### config.mk
export PLATFORM = sky130hd
export DESIGN_NAME = jtag_tap_param
export DESIGN_NICKNAME = d
export VERILOG_FILES = /design/src/rtl/jtag_tap_param.sv
export SDC_FILE = /design/constraint.sdc
export NUM_CORES = 1
export LEC_CHECK = 0
export BUFFER_PORTS_ARGS = -buffer_cell sky130_fd_sc_hd__buf_2
export CORE_MARGIN = 2
export CORE_UTILIZATION = 52
export CTS_CLUSTER_SIZE = 28
export DETAILED_ROUTE_END_ITERATION = 6
export PLACE_DENSITY = 0.74
export SLEW_MARGIN = 15
export SYNTH_ARGS = -nofsm -noshare
export SYNTH_HDL_FRONTEND = slang
export SYNTH_SLANG_ARGS = --single-unit
### constraint.sdc
create_clock -name TCLK -period 1.7 [get_ports TCLK]
set_input_delay 0.255 -clock TCLK [delete_from_list [all_inputs] [get_ports TCLK]]
set_output_delay 0.255 -clock TCLK [all_outputs]
set_load 0.005 [all_outputs]
### src/rtl/jtag_tap_param.sv
// IEEE 1149.1 TAP controller with an IR, BYPASS and IDCODE registers, plus
// one-hot routing to an external boundary-scan chain and N_USER user chains.
module jtag_tap_param #(
  parameter int          IR_W       = 4,
  parameter logic [31:0] IDCODE_VAL = 32'h1000_0001,
  parameter int          N_USER     = 2
) (
  input  logic              TCLK,
  input  logic              TRST,
  input  logic              TMS,
  input  logic              TDI,
  output logic              TDO,
  output logic              tdo_en,
  input  logic [N_USER:0]   ext_tdo,
  output logic [N_USER:0]   ext_sel,
  output logic              capture_dr,
  output logic              shift_dr,
  output logic              update_dr,
  output logic              extest_mode,
  output logic [3:0]        tap_state
);

  localparam logic [3:0] TLR     = 4'd0;
  localparam logic [3:0] RTI     = 4'd1;
  localparam logic [3:0] SELDR   = 4'd2;
  localparam logic [3:0] CAPDR   = 4'd3;
  localparam logic [3:0] SHDR    = 4'd4;
  localparam logic [3:0] EX1DR   = 4'd5;
  localparam logic [3:0] PAUSEDR = 4'd6;
  localparam logic [3:0] EX2DR   = 4'd7;
  localparam logic [3:0] UPDDR   = 4'd8;
  localparam logic [3:0] SELIR   = 4'd9;
  localparam logic [3:0] CAPIR   = 4'd10;
  localparam logic [3:0] SHIR    = 4'd11;
  localparam logic [3:0] EX1IR   = 4'd12;
  localparam logic [3:0] PAUSEIR = 4'd13;
  localparam logic [3:0] EX2IR   = 4'd14;
  localparam logic [3:0] UPDIR   = 4'd15;

  localparam logic [IR_W-1:0] IR_EXTEST = '0;
  localparam logic [IR_W-1:0] IR_IDCODE = IR_W'(1);
  localparam logic [IR_W-1:0] IR_SAMPLE = IR_W'(2);
  localparam logic [IR_W-1:0] IR_BYPASS = '1;

  logic [3:0]      state_reg, state_next;
  logic [IR_W-1:0] ir_reg, ir_next;
  logic [IR_W-1:0] ir_shift_reg, ir_shift_next;
  logic            bypass_reg, bypass_next;
  logic [31:0]     id_reg, id_next;
  logic [N_USER:0] ext_dec;
  logic            is_bypass_code;
  logic            sel_idcode;
  logic            sel_ext;

  always_comb begin
    state_next = state_reg;
    case (state_reg)
      TLR:     state_next = TMS ? TLR   : RTI;
      RTI:     state_next = TMS ? SELDR : RTI;
      SELDR:   state_next = TMS ? SELIR : CAPDR;
      CAPDR:   state_next = TMS ? EX1DR : SHDR;
      SHDR:    state_next = TMS ? EX1DR : SHDR;
      EX1DR:   state_next = TMS ? UPDDR : PAUSEDR;
      PAUSEDR: state_next = TMS ? EX2DR : PAUSEDR;
      EX2DR:   state_next = TMS ? UPDDR : SHDR;
      UPDDR:   state_next = TMS ? SELDR : RTI;
      SELIR:   state_next = TMS ? TLR   : CAPIR;
      CAPIR:   state_next = TMS ? EX1IR : SHIR;
      SHIR:    state_next = TMS ? EX1IR : SHIR;
      EX1IR:   state_next = TMS ? UPDIR : PAUSEIR;
      PAUSEIR: state_next = TMS ? EX2IR : PAUSEIR;
      EX2IR:   state_next = TMS ? UPDIR : SHIR;
      UPDIR:   state_next = TMS ? SELDR : RTI;
      default: state_next = TLR;
    endcase
  end

  // All-ones always wins, so a user code that aliases it (small IR_W) stays BYPASS.
  assign is_bypass_code = (ir_reg == IR_BYPASS);
  assign sel_idcode     = (ir_reg == IR_IDCODE);
  assign ext_dec[0]     = (ir_reg == IR_EXTEST) || (ir_reg == IR_SAMPLE);

  genvar gi;
  generate
    for (gi = 1; gi <= N_USER; gi++) begin : g_user_dec
      if ((2 + gi) < (1 << IR_W) - 1) begin : g_fits
        assign ext_dec[gi] = !is_bypass_code && (ir_reg == IR_W'(2 + gi));
      end else begin : g_alias
        assign ext_dec[gi] = 1'b0;
      end
    end
  endgenerate

  assign sel_ext     = |ext_dec;
  assign ext_sel     = (state_reg != TLR) ? ext_dec : '0;
  assign extest_mode = (state_reg != TLR) && (ir_reg == IR_EXTEST);
  assign capture_dr  = (state_reg == CAPDR);
  assign shift_dr    = (state_reg == SHDR);
  assign update_dr   = (state_reg == UPDDR);
  assign tdo_en      = (state_reg == SHDR) || (state_reg == SHIR);
  assign tap_state   = state_reg;

  always_comb begin
    TDO = 1'b0;
    if (state_reg == SHIR) begin
      TDO = ir_shift_reg[0];
    end else if (state_reg == SHDR) begin
      if (sel_ext)         TDO = |(ext_dec & ext_tdo);
      else if (sel_idcode) TDO = id_reg[0];
      else                 TDO = bypass_reg;
    end
  end

  // Pause/Exit states fall through to the hold defaults.
  always_comb begin
    ir_next       = ir_reg;
    ir_shift_next = ir_shift_reg;
    bypass_next   = bypass_reg;
    id_next       = id_reg;
    case (state_reg)
      CAPIR: ir_shift_next = IR_W'(1);
      SHIR:  ir_shift_next = {TDI, ir_shift_reg[IR_W-1:1]};
      UPDIR: ir_next = ir_shift_reg;
      CAPDR: begin
        bypass_next = 1'b0;
        if (sel_idcode) id_next = IDCODE_VAL;
      end
      SHDR: begin
        if (sel_idcode)    id_next = {TDI, id_reg[31:1]};
        else if (!sel_ext) bypass_next = TDI;
      end
      default: ;
    endcase
  end

  always_ff @(posedge TCLK) begin
    if (TRST) begin
      state_reg    <= TLR;
      ir_reg       <= IR_IDCODE;
      ir_shift_reg <= IR_W'(1);
      bypass_reg   <= 1'b0;
      id_reg       <= IDCODE_VAL;
    end else begin
      state_reg    <= state_next;
      ir_reg       <= ir_next;
      ir_shift_reg <= ir_shift_next;
      bypass_reg   <= bypass_next;
      id_reg       <= id_next;
    end
  end

endmodule

==> metrics.txt <==
worst min path class input port to flop; Worst R2R Setup Slack -80 ps; cell area after synthesis 2043 sq um; Largest register FFs 32; RSZ-0062 raised after global routing true; worst skew pair latency 300 ps; CTS Buf Count 5; Placer Congestion 0.8439; Setup violations, final 37; antenna violations before repair 0; Final TNS setup -2169 ps; FFs w/ async S/R, synth 0%; Switching Fraction 23.38%; Distinct cells, synth 42; first-pass GRT wire length 6541 microns; DP Area 2166 sq um; Worst IR Drop VDD 0.7631 mV; htree depth 2; grt ovf 0; final hold vios 0; final instance area 2654 sq um; part of the Yosys area used for sequential elements 44.09%; Final period util 112.0%; worst-path fanout max 6; Clock Tree Root clkbuf_8; Tot Pwr 0.002096 W; post-route insts no fill 298; global-route usage over all layers 19.27%; crit path DAT 1650 ps; Synth Flop Type dfxtp_1; layout net count 256; vias in the first global route 1436; die area 4447 sq um; IO Pins 20; Max Freq 0.5254 GHz; maxcap violations 0; filler instances 274; HPWL after DPL 2464 microns; Synth area leader dfxtp_1; total leakage power 0.9869 nW; DP Worst Slack 52.63 ps; worst-margin pin slew 642.6 ps; Synth Warn # 0; Clock Sinks 45; DR vias/cell 5.846; Die W 66.69 microns; CORE AREA 3716 sq um; synth top area cells dfxtp_1 (44%), nand2b_1 (9.8%), o22ai_1 (8.6%); drc violations 0; Tmin final 1903 ps; Seq. cell area 913.4 sq um; max_slew headroom 57.16%; critical path required time 1440 ps; crit path launch type flop; die span in y 66.69 microns; count leader, synth dfxtp_1; area occupied by multi-input gates 1189 sq um; CTS tree built; Synth Register Bits 45; EDFF count, synth 0; Post-synth top cells dfxtp_1 (45), nand2b_1 (32), o22ai_1 (28); part of the power in combinational logic 10.3%; Synth top area share 44.09%; Max Transition Viols Final 0; Reg power frac 51.2%; layout cells sized above 1 38.80%; Mapped Cells 221; Routed WL 4738 microns; Synth Net Count 228; PD cells 789.8 nW/um^2; vias 1742; worst setup margin -203.2 ps; Net Sw Power 0.0004899 W; worst clock skew 5.809 ps; routed len/inst 15.90 microns; DRT Pass-1 Iters 4; placed cell count 279; clock share of power 38.6%; Critical Path End Type primary output; largest net degree at the start of global routing 48; Antenna Nets Post-Route 0; Initial Util 54.98%; # port buffers 19; starting DRC count in detailed routing 134; outcome complete, but fails checks; failing checks setup timing; Longest Clk Path Bufs 2; Int Pwr 0.001606 W; Layout area overhead 29.88%; ant diodes 0; Cell Rows 22; average size of a mapped cell 9.245 sq um; Worst-path clk slew 80 ps; critical path class flop to primary output
==> through the flow <==
stage | util [%] | hold slack [ps]
5_1_grt | 71.41 | 279.3
4_1_cts | 62.66 | 278.6
6_report | 71.41 | 280.3
3_3_place_gp | 58.28 | 456.8
3_5_place_dp | 58.28 | 463.9
2_1_floorplan | - | 422.5
==> cells by family (layout without fill, tap and decap cells) <==
logic type	after synthesis	in the layout	share of synthesized area, %
flops	45	45	44.09
buf+inv	29	58	8.696
compound gates	62	62	22.17
xor+xnor	1	1	0.4287
simple gates	80	80	22.66
mux	4	4	1.960
==> timing repair <==
action                                  CTS  global route
hold buffers                              0             0
endpoints found under the setup margin    4            38
cloned                                    0             3
setup buffers                             4             4
gates resized for setup                   8            41
pin swaps                                 3             2
==> metal layers <==
metal	wire (microns)	share of wire [%]	vias up	track usage [%]
li1	-	-	848	-
met1	2191	46	861	25.55
met2	2332	49	24	30.50
met3	125	2.6	9	4.561
met4	88	1.9	0	6.888
met5	0	0	-	0
==> layout by cell type, fill, tap and decap left out, types with 2 or more instances in the layout <==
| cell type | instances |
|---|---|
| dfxtp_1 | 41 |
| nand2b_1 | 31 |
| o22ai_2 | 25 |
| buf_2 | 19 |
| buf_4 | 14 |
| nand2_1 | 11 |
| nor2_1 | 11 |
| inv_1 | 8 |
| a21oi_1 | 7 |
| nand3_1 | 7 |
| nor3_1 | 5 |
| clkbuf_8 | 5 |
| mux2i_1 | 4 |
| o21ai_0 | 4 |
| buf_6 | 4 |
| o21bai_1 | 3 |
| o32ai_1 | 3 |
| o32ai_2 | 3 |
| dfxtp_4 | 3 |
| or2_2 | 2 |
| or3b_4 | 2 |
| a211o_1 | 2 |
| o22ai_4 | 2 |
| a31oi_1 | 2 |
| clkbuf_16 | 2 |
| buf_12 | 2 |
==> layout make-up <==
type,count,share of cell area (%)
clock buffer,6,2.735
timing repair buffer,42,13.20
multi-input combinational,147,44.79
clock inverter,2,1.462
tap,48,2.263
inverter,8,1.132
sequential,45,34.42
==> critical path, cell delays in order (launching register included) <==
cell      delay, ps
dfxtp_4         380
nor4b_4         300
buf_4           170
o31ai_2          60
o21bai_1        150
o32ai_1         120
buf_2           160
==> power by group through the flow <==
stage / combinational [W] / clock (W) / sequential (W)
after floorplan: 0.000127 / 0 / 0.00109
after global placement: 0.000154 / 0 / 0.00110
after detailed placement: 0.000154 / 0 / 0.00110
after CTS: 0.000165 / 0.000820 / 0.00107
after global routing: 0.000232 / 0.000849 / 0.00107
final: 0.000216 / 0.000808 / 0.00107
==> worst paths after layout <==
kind | startpoint | cells past startpoint | endpoint
worst max-delay path | tap_state[0] | 6 | TDO
worst min-delay path | TDI | 3 | ir_shift_reg[3]
worst max register to register | tap_state[0] | 6 | id_reg[10]
worst min register to register | ir_shift_reg[3] | 2 | ir_shift_reg[3]
Power figures use the tool's default switching activity.
